--- src/rtl/jam_detect_ctrl.sv ---
// Per-lane queue counting with hysteresis jam flags, plus the enable/start/rotation
// strobe sequencer for the jam operation unit. Optional jam_event_cnt via JAM_STATS_EN.
module jam_detect_ctrl #(
  parameter int unsigned CNT_W    = 8,
  parameter int unsigned JAM_TH   = 20,
  parameter int unsigned CLEAR_TH = 10,
  parameter int unsigned SLOT_CYC = 1000
) (
  input  logic        clk,
  input  logic        rst,
  input  logic        car_in_0,
  input  logic        car_in_1,
  input  logic        car_in_2,
  input  logic        car_in_3,
  input  logic        car_out_0,
  input  logic        car_out_1,
  input  logic        car_out_2,
  input  logic        car_out_3,
  output logic        traffic_jam_0,
  output logic        traffic_jam_1,
  output logic        traffic_jam_2,
  output logic        traffic_jam_3,
  output logic        jam_op_en,
  output logic        jam_start,
`ifdef JAM_STATS_EN
  output logic        jam_rotation,
  output logic [15:0] jam_event_cnt
`else
  output logic        jam_rotation
`endif
);

  localparam int unsigned N_LANE = 4;
  localparam int unsigned TMR_W  = $clog2(SLOT_CYC);

  localparam logic [CNT_W-1:0] CNT_MAX    = '1;
  localparam logic [CNT_W-1:0] JAM_LVL    = CNT_W'(JAM_TH);
  localparam logic [CNT_W-1:0] CLEAR_LVL  = CNT_W'(CLEAR_TH);
  localparam logic [TMR_W-1:0] TMR_RELOAD = TMR_W'(SLOT_CYC - 1);

  typedef enum logic [1:0] {
    ST_IDLE  = 2'd0,
    ST_START = 2'd1,
    ST_HOLD  = 2'd2
  } state_t;

  logic [N_LANE-1:0] w_in;
  logic [N_LANE-1:0] w_out;
  logic [CNT_W-1:0]  r_cnt [N_LANE];
  logic [N_LANE-1:0] r_flag;

  state_t            r_state;
  state_t            w_state_nxt;
  logic [TMR_W-1:0]  r_tmr;
  logic [TMR_W-1:0]  w_tmr_nxt;
  logic              r_op_en;
  logic              r_start;
  logic              r_rot;
  logic              w_op_en_nxt;
  logic              w_start_nxt;
  logic              w_rot_nxt;

  assign w_in  = {car_in_3, car_in_2, car_in_1, car_in_0};
  assign w_out = {car_out_3, car_out_2, car_out_1, car_out_0};

  // Saturating queue counters; flags compare the registered count, so they trail by a cycle
  always_ff @(posedge clk) begin
    if (rst) begin
      for (int i = 0; i < N_LANE; i++) r_cnt[i] <= '0;
      r_flag <= '0;
    end else begin
      for (int i = 0; i < N_LANE; i++) begin
        if (w_in[i] && !w_out[i] && (r_cnt[i] != CNT_MAX))
          r_cnt[i] <= r_cnt[i] + 1'b1;
        else if (w_out[i] && !w_in[i] && (r_cnt[i] != '0))
          r_cnt[i] <= r_cnt[i] - 1'b1;

        if (r_cnt[i] >= JAM_LVL)
          r_flag[i] <= 1'b1;
        else if (r_cnt[i] <= CLEAR_LVL)
          r_flag[i] <= 1'b0;
      end
    end
  end

  // Sequencer state and output registers
  always_ff @(posedge clk) begin
    if (rst) begin
      r_state <= ST_IDLE;
      r_tmr   <= '0;
      r_op_en <= 1'b0;
      r_start <= 1'b0;
      r_rot   <= 1'b0;
    end else begin
      r_state <= w_state_nxt;
      r_tmr   <= w_tmr_nxt;
      r_op_en <= w_op_en_nxt;
      r_start <= w_start_nxt;
      r_rot   <= w_rot_nxt;
    end
  end

  // Timer loads on START entry so the first rotation lands SLOT_CYC cycles after jam_start
  always_comb begin
    w_state_nxt = r_state;
    w_tmr_nxt   = r_tmr;
    w_op_en_nxt = 1'b0;
    w_start_nxt = 1'b0;
    w_rot_nxt   = 1'b0;
    case (r_state)
      ST_IDLE: begin
        if (|r_flag) begin
          w_state_nxt = ST_START;
          w_tmr_nxt   = TMR_RELOAD;
          w_op_en_nxt = 1'b1;
          w_start_nxt = 1'b1;
        end
      end
      ST_START: begin
        w_state_nxt = ST_HOLD;
        w_tmr_nxt   = r_tmr - 1'b1;
        w_op_en_nxt = 1'b1;
      end
      ST_HOLD: begin
        if (~|r_flag) begin
          w_state_nxt = ST_IDLE;
          w_tmr_nxt   = '0;
        end else if (r_tmr == '0) begin
          w_tmr_nxt   = TMR_RELOAD;
          w_op_en_nxt = 1'b1;
          w_rot_nxt   = 1'b1;
        end else begin
          w_tmr_nxt   = r_tmr - 1'b1;
          w_op_en_nxt = 1'b1;
        end
      end
      default: begin
        w_state_nxt = ST_IDLE;
        w_tmr_nxt   = '0;
      end
    endcase
  end

`ifdef JAM_STATS_EN
  logic [15:0] r_evt_cnt;
  logic        w_evt_inc;

  assign w_evt_inc = (r_state == ST_IDLE) && (w_state_nxt == ST_START);

  always_ff @(posedge clk) begin
    if (rst)
      r_evt_cnt <= '0;
    else if (w_evt_inc && (r_evt_cnt != 16'hFFFF))
      r_evt_cnt <= r_evt_cnt + 16'd1;
  end

  assign jam_event_cnt = r_evt_cnt;
`endif

  assign traffic_jam_0 = r_flag[0];
  assign traffic_jam_1 = r_flag[1];
  assign traffic_jam_2 = r_flag[2];
  assign traffic_jam_3 = r_flag[3];
  assign jam_op_en     = r_op_en;
  assign jam_start     = r_start;
  assign jam_rotation  = r_rot;

endmodule
--- config.mk ---
export PLATFORM = sky130hd
export DESIGN_NAME = jam_detect_ctrl
export DESIGN_NICKNAME = d
export VERILOG_FILES = /design/src/rtl/jam_detect_ctrl.sv
export SDC_FILE = /design/constraint.sdc
export NUM_CORES = 1
export LEC_CHECK = 0
export CORE_MARGIN = 8
export CORE_UTILIZATION = 30
export DETAILED_ROUTE_END_ITERATION = 6
export PLACE_DENSITY = 0.51
export SLEW_MARGIN = 20
export SYNTH_ARGS = -nofsm -noshare
export SYNTH_HDL_FRONTEND = slang
export SYNTH_SLANG_ARGS = --single-unit
export TNS_END_PERCENT = 5
--- constraint.sdc ---
create_clock -name clk -period 3.5 [get_ports clk]
set_clock_uncertainty 0.2 [all_clocks]
set_input_delay 0.525 -clock clk [delete_from_list [all_inputs] [get_ports clk]]
set_output_delay 0.525 -clock clk [all_outputs]
set_load 0.1 [all_outputs]
=== Word level (Yosys, flattened, before mapping) ===
Memory sizes are Yosys's and may differ from the RTL's.
Index checks and enable logic that the tools add are counted.

* Bits in registers: 19
* Memory bits (writable): 32
* Bits of input ports: 10
* Memories kept: 1

* Add/sub/neg operators: 9
* $lt $le $gt $ge: 8
* Equality and inequality tests: 8
* Mux-type cells: 56
* Bitwise gates (word level): 11
* Reduce and logical (&&, ||, !) cells: 39

{| class="wikitable"
|+ Memories
! name !! depth !! width !! read ports !! clocked after Yosys merged registers in !! wr ports !! line !! source
|-
| r_cnt || 4 || 8 || 4 || 0 || 4 || 49 || <nowiki>logic [CNT_W-1:0] r_cnt [N_LANE];</nowiki>
|}

{| class="wikitable"
|+ Operators by type and width
! kind !! number
|-
| $mux 8 || 8
|-
| $mux 1 || 40
|-
| $add 8x1->8 const B || 4
|-
| $ge 8x5->1 const B || 4
|-
| $le 8x4->1 const B || 4
|-
| $ne 8x8->1 const B || 4
|-
| $reduce_bool 8->1 || 4
|-
| $sub 8x1->8 const B || 4
|-
| $mux 10 || 3
|-
| $pmux 10 s3 || 1
|-
| $logic_and 1x1->1 || 16
|-
| $logic_not 10->1 || 1
|-
| $sub 10x1->10 const B || 1
|-
| $logic_not 1->1 || 8
|-
| $or 1x1->1 || 8
|-
| $reduce_bool 2->1 || 4
|-
| $pmux 2 s3 || 1
|-
| $mux 2 || 2
|-
| $ne 2x2->1 const B || 2
|-
| $reduce_or 2->1 || 2
|-
| $reduce_or 4->1 || 1
|-
| $not 1->1 || 3
|-
| $reduce_or 3->1 || 1
|-
| $eq 2x1->1 const B || 1
|-
| 4 further kinds || 4
|}

=== Depth between registers and ports, before layout ===
Gate-level depths: netlist of run 1.

* Depth in word-level cells: 8
* Depth in mapped cells: 10
* Depth with buffers taken out: 10

=== Worst setup path before layout of run 1 ===
No wires, ideal clock.

* Path type: flip-flop to flip-flop
* From: memory r_cnt[2][7]
* To: memory r_cnt[2][7] (data pin)
* Data arrival time: 2446 ps
* Required time: 3037 ps
* Slack: 591 ps
* Cell stages (with the launch flop): 10
* Path buffers: 0
* Cells stage by stage: edfxtp_1 > or4_1 > o211ai_2 > inv_2 > ha_1 > a211oi_1 > o21bai_1 > a41oi_1 > xnor2_1 > nor2_1

{| class="wikitable"
|+ RTL lines
! what !! line
|-
| from (decl) || 49
|}

==> flow_summary.json, run 1 <==
{
  "synthCells": 378,
  "cts_resized": 0,
  "port_buffers": 16,
  "slew_violations": 0,
  "remaining_drc_errors": 0,
  "dr.pass1.iters": 4,
  "clk_latency_ps": 290,
  "start_kind": "register",
  "post_cts_buffers": 0,
  "regArea_mm2": 0.00134,
  "synthAdderAreaFrac": 0.0997,
  "wl_per_cell_um": 14.5,
  "setup_viol_count_final": 0,
  "p_leak_nw": 1.48,
  "synth_cell_types": 62,
  "multi_input_area_mm2": 0.00197,
  "gp_congestion": 0.812,
  "dieWidth_um": 124,
  "path_class": "register to register",
  "ioPinCount": 17,
  "hold_path.class": "register to register",
  "ant_nets": 0,
  "finalCritPeriodShare": 0.903,
  "powerDensity_mw_per_mm2": 487,
  "antenna_found_initial": 0,
  "start_util": 0.307,
  "synth-simple-area-share": 0.220,
  "required_ps": 3340,
  "synth_top_family_by_area": "simple AND/OR/NAND/NOR gates",
  "syn-num-nets": 414,
  "finalSetupTns_ps": 0,
  "antenna_cells": 0,
  "synth_area_leaders": "edfxtp_1 (28%), dfxtp_1 (11%), ha_1 (8.2%)",
  "grt_util_all_layers": 0.107,
  "seq_area_frac_synth": 0.385,
  "synth.avg_cell_area_um2": 9.23,
  "muxShareOfSynthArea": 0.00933,
  "cp-end-kind": "register",
  "clock_path_buffers": 2,
  "die_area_mm2": 0.0153,
  "synth_area_mm2": 0.00349,
  "critPathMaxFanout": 7,
  "yosys_warnings": 0,
  "synth-edff-count": 32,
  "clk_pin_slew_ps": 70,
  "synth_xor_xnor_area_share": 0.0251,
  "synth_compound_area_frac": 0.211,
  "rsz0062_at_grt": "false",
  "grt_max_degree": 18,
  "tightestPinTransition_ps": 976,
  "h-tree-depth": 2,
  "cap_violations": 0,
  "cts_buffers": 5,
  "design_area_mm2": 0.00392,
  "cts_sinks": 51,
  "core_mm2": 0.0114,
  "viasPerCell": 5.33,
  "root_buffer": "clkbuf_16",
  "routed_wl_mm": 7.78,
  "dpl_cell_area_mm2": 0.00377,
  "status": "complete, no violations",
  "grt_pass1_vias": 2778,
  "die_y_um": 124,
  "vias": 2861,
  "post-route-min-period_ps": 3160,
  "synthArstFlopShare": 0,
  "ys_seq_elements": 51,
  "fp-row-count": 39,
  "yosys.area.top_type": "edfxtp_1",
  "syn2layout_area_growth_pct": 12.2,
  "drive_gt1_frac": 0.0787,
  "nFillCells": 1162,
  "cts_tree": "done",
  "fmax_mhz": 316,
  "num-nets-final": 429,
  "max-slew-margin-rel": 0.347,
  "ir_drop_mv": 0.222,
  "synth_ff_type": "edfxtp_1",
  "netlist.area_leader.share": 0.275,
  "drt_iter0_drc": 179,
  "hold_buffers": 0,
  "arrival_ps": 3000,
  "hold_violations": 0,
  "gr-total-overflow": 0,
  "grt_pass1_wl_mm": 13.3,
  "dp_hpwl_mm": 5.81
}
## state kept, by name (all words and copies together) (netlist names)
| signal | flops |
|---|---|
| jam_op_en | 1 |
| jam_rotation | 1 |
| r_tmr | 10 |
| r_state | 2 |
| r_flag | 4 |
| jam_start | 1 |
| r_cnt | 32 |
## cell usage in the layout, fill, tap and decap left out, types with 3 or more instances in the layout
master,synthesis,final
ha_1,23,23
xor2_1,6,6
a21o_1,4,4
nor2_1,44,44
or4_1,6,6
xnor2_1,4,4
o211ai_1,3,3
o31a_1,3,3
nand4_1,7,7
a211oi_1,11,11
o22ai_1,7,7
a221oi_1,3,3
nand2b_1,5,5
a22o_1,4,4
and3_1,5,5
nor4_1,3,3
fa_1,3,3
dfxtp_1,19,19
o21bai_1,8,8
edfxtp_1,32,32
inv_1,21,21
clkbuf_16,0,5
or3_1,4,4
o21a_1,5,5
nor2b_1,14,14
inv_2,3,3
o21ai_1,3,3
o21ai_0,11,11
buf_4,2,9
nand3_1,4,4
nand2_1,9,9
a21oi_1,29,29
nor3_1,27,27
clkdlybuf4s50_1,0,12
## cell type report
cell class / instances / area share
clock buffers: 5 / 0.0320
clock inverters: 3 / 0.00575
inverters: 24 / 0.0230
multi-input cells: 290 / 0.503
flip-flops and latches: 51 / 0.343
well taps: 143 / 0.0457
repair buffers: 21 / 0.0479
## final timing paths
kind	from	to	slack, ps	cells past startpoint
hold reg to reg	r_tmr[7]	r_tmr[7]	280	2
setup / recovery	r_cnt[2][7]	r_cnt[2][7]	340	9
hold / removal	r_tmr[7]	r_tmr[7]	280	2
setup reg to reg	r_cnt[2][7]	r_cnt[2][7]	340	9
## Yosys cell counts, drive strengths merged (2+ instances only)
cell type and number:
nor2 44, edfxtp 32, a21oi 29, nor3 28
inv 24, ha 23, dfxtp 19, o21ai 15
nor2b 14, a211oi 11, nand2 9, buf 8
o21bai 8, nand4 7, o22ai 7, or4 7
and3 6, or3 6, xor2 6, clkbuf 5
nand2b 5, o21a 5, a21o 4, a22o 4
nand3 4, o211ai 4, xnor2 4, a221oi 3
a31oi 3, fa 3, nor4 3, o31a 3
or2 3, a22oi 2, a41oi 2, mux2 2
nor3b 2, o31ai 2, o41ai 2, or4b 2
## critical path, stage by stage, from the launching register on
cell and delay [ps]:
edfxtp_1 450, or4_1 600, o211ai_2 280, inv_2 150, ha_1 310, a211oi_1 330
o21bai_1 150, a41oi_1 250, xnor2_1 140, nor2_1 50
## report_power, final
group,switching (mW),internal [mW]
clock network,0.235,0.270
logic,0.331,0.216
registers,0.118,0.739
## per-layer routing
layer / track usage / vias to the layer above / part of all wire
met5: 0 / - / 0
met4: 0.0376 / 0 / 0.017
met3: 0.0199 / 10 / 0.037
met1: 0.140 / 1343 / 0.48
li1: - / 1453 / -
met2: 0.174 / 55 / 0.47
## per-stage QoR
step | power [mW] | util | instances | hold slack (ps) | worst slack (ps)
after floorplan | 1.29 | - | 378 | 250 | 591
after global placement | 1.41 | 0.331 | 529 | 271 | 111
after detailed placement | 1.41 | 0.331 | 529 | 274 | 98.8
after CTS | 1.92 | 0.344 | 537 | 285 | 329
after global routing | 2.03 | 0.344 | 537 | 315 | 131
final | 1.91 | 0.344 | 537 | 283 | 340
## kinds of logic (layout without fill, tap and decap cells)
kind of cell | Yosys count | after routing
and+or+nand+nor | 143 | 143
AOI/OAI and AO/OA | 108 | 108
buffers and inverters | 37 | 53
muxes | 3 | 3
xor gates and xnor gates | 10 | 10
adders and majority gates | 26 | 26
DFF | 51 | 51
No activity file was read; power rests on OpenSTA's default activity.
==> run 2: changes to the inputs <==
--- a/config.mk
+++ b/config.mk
@@ -9,6 +9,7 @@
 export CORE_UTILIZATION = 30
 export DETAILED_ROUTE_END_ITERATION = 6
 export PLACE_DENSITY = 0.51
+export REMOVE_ABC_BUFFERS = 1
 export SLEW_MARGIN = 20
 export SYNTH_ARGS = -nofsm -noshare
 export SYNTH_HDL_FRONTEND = slang
==> run 2 against run 1 <==
Compared with the run above: count of clock-buffer cells in the layout grew 2; cell count grew 0.56%; die area is the same; highest routed layer unchanged; critical endpoint is now r_cnt[0][7].
==> flow_summary.json, run 2 (synthesis gave the netlist of run 1 again) <==
{
  "powerDensity_mw_per_mm2": 493,
  "core_mm2": 0.0114,
  "whs_ps": 282,
  "r2r-start": "r_cnt[2][7]",
  "design_area_mm2": 0.00395,
  "mostFrequentLayoutCells": "nor2_1 (44), edfxtp_1 (32), a21oi_1 (29)",
  "path_class": "input port to register",
  "fin_cells": 540,
  "switching_power_mw": 0.681,
  "ioPinCount": 17,
  "hold_violations": 0,
  "required_ps": 3340,
  "wl_per_cell_um": 14.7,
  "hold_buffers": 0,
  "ff2ff_path_depth": 9,
  "root_buffer": "clkbuf_16",
  "cp-end-kind": "register",
  "setup_viol_count_final": 0,
  "largestRegisters": "r_cnt x32, r_tmr x10, r_flag x4",
  "p_leak_nw": 1.50,
  "arrival_ps": 3040,
  "rsz0062_at_grt": "false",
  "post-place-ws_ps": 57.5,
  "reg2reg_to": "r_cnt[2][6]",
  "drive_gt1_frac": 0.0831,
  "tightestPinTransition_ps": 967,
  "top_register": "r_cnt",
  "seq_power_share": 0.438,
  "cts_buffers": 5,
  "antenna_found_initial": 0,
  "dieWidth_um": 124,
  "largest_register_ffs": 32,
  "viasPerCell": 5.34,
  "start_util": 0.307,
  "swShare": 0.349,
  "hold_start": "r_tmr[7]",
  "die_y_um": 124,
  "routed_wl_mm": 7.93,
  "post_cts_buffers": 0,
  "cap_violations": 0,
  "gr-total-overflow": 0,
  "critPathMaxFanout": 8,
  "hold_path.class": "register to register",
  "p_comb_frac": 0.285,
  "finalSetupTns_ps": 0,
  "power.internal_mw": 1.27,
  "h-tree-depth": 2,
  "clk_latency_ps": 300,
  "clock_path_buffers": 2,
  "grt_max_degree": 24,
  "dr.pass1.iters": 4,
  "grt_pass1_vias": 2727,
  "cpMostUsedCell": "or2_2",
  "start_kind": "input port",
  "ant_nets": 0,
  "antenna_cells": 0,
  "cp_cell_sequence": "clkdlybuf4s50_1, buf_4, nor2_1, nand2_1, or2_2, inv_2, ha_1, a211oi_1, o21ai_0, a21oi_1, or2_2, mux2i_1",
  "dp.cells": 532,
  "whs_path_depth": 2,
  "port_buffers": 16,
  "syn2layout_area_growth_pct": 13.2,
  "cts_tree": "done",
  "cpMaxStageDelayCell": "clkdlybuf4s50_1",
  "critPathMaxStageDelay_ps": 480,
  "num-nets-final": 432,
  "holdPathEnd": "r_tmr[7]",
  "ir_drop_mv": 0.248,
  "dpl_cell_area_mm2": 0.00379,
  "fin_ws_ps": 306,
  "fmax_mhz": 313,
  "clk_pin_slew_ps": 70,
  "gp_congestion": 0.787,
  "status": "complete, no violations",
  "die_area_mm2": 0.0153,
  "p_clk_frac": 0.277,
  "dp_hpwl_mm": 5.83,
  "grt_util_all_layers": 0.109,
  "vias": 2885,
  "post-route-min-period_ps": 3190,
  "final_common_cell": "nor2_1",
  "finalCritPeriodShare": 0.913,
  "cts_sinks": 51,
  "rrSetupSlack_ps": 380,
  "nFillCells": 1169,
  "fp-row-count": 39,
  "max-slew-margin-rel": 0.354,
  "drt_iter0_drc": 237,
  "remaining_drc_errors": 0,
  "slew_violations": 0,
  "grt_pass1_wl_mm": 13.5,
  "cts_resized": 0
}
==> run 2: cell count changes in the layout (fill, tap and decap cells not counted) <==
cell,change
buf_4,+3
inv_6,-2
clkbuf_1,+1
clkbuf_16,+1
clkinv_2,-1
inv_4,+1
==> run 2: how the worst max path moves through the flow <==
| stage | startpoint | endpoint | slack [ps] | cells past startpoint |
|---|---|---|---|---|
| 2_1_floorplan | r_cnt[2][7] | r_cnt[2][7] | 590 | 9 |
| 3_3_place_gp | car_in_1 | r_cnt[1][7] | 60 | 11 |
| 3_5_place_dp | car_in_1 | r_cnt[1][7] | 60 | 11 |
| 4_1_cts | rst | r_cnt[0][7] | 330 | 12 |
| 5_1_grt | rst | r_cnt[0][5] | 110 | 12 |
| 6_report | rst | r_cnt[0][7] | 310 | 12 |
==> run 2: stage by stage <==
| step | util | total power, mW |
|---|---|---|
| global placement | 0.333 | 1.41 |
| floorplan | - | 1.26 |
| detailed placement | 0.333 | 1.42 |
| global route | 0.347 | 2.06 |
| finish | 0.347 | 1.95 |
| CTS | 0.347 | 1.97 |
==> run 2: cell type report <==
| cell class | count | area, um2 | area share |
|---|---|---|---|
| tap | 143 | 179 | 0.0453 |
| inverter | 24 | 90.1 | 0.0228 |
| clock inverter | 1 | 6.26 | 0.00158 |
| sequential | 51 | 1340 | 0.340 |
| multi-input combinational | 290 | 1970 | 0.499 |
| clock buffer | 7 | 154 | 0.0390 |
| timing repair buffer | 24 | 210 | 0.0532 |
==> run 2: routing by layer <==
metal | GRT usage | share of wire | routed length, um | vias up
li1 | - | - | - | 1458
met1 | 0.147 | 0.49 | 3910 | 1361
met2 | 0.172 | 0.45 | 3550 | 58
met3 | 0.0168 | 0.041 | 327 | 8
met4 | 0.0436 | 0.018 | 144 | 0
met5 | 0 | 0 | 0 | -
==> run 2: power groups by stage <==
stage / registers, mW / logic, mW / clock network, mW
after floorplan: 0.903 / 0.360 / 0
after global placement: 0.862 / 0.548 / 0
after detailed placement: 0.865 / 0.554 / 0
after CTS: 0.851 / 0.558 / 0.556
after global routing: 0.871 / 0.620 / 0.571
final: 0.853 / 0.556 / 0.540
==> run 2: critical path: cells and delay by family <==
family                     cells  cell delay, ps
and+or+nand+nor                4             620
muxes                          1              60
adders and majority gates      1             260
buffers and inverters          3             820
AOI/OAI and AO/OA              3             750
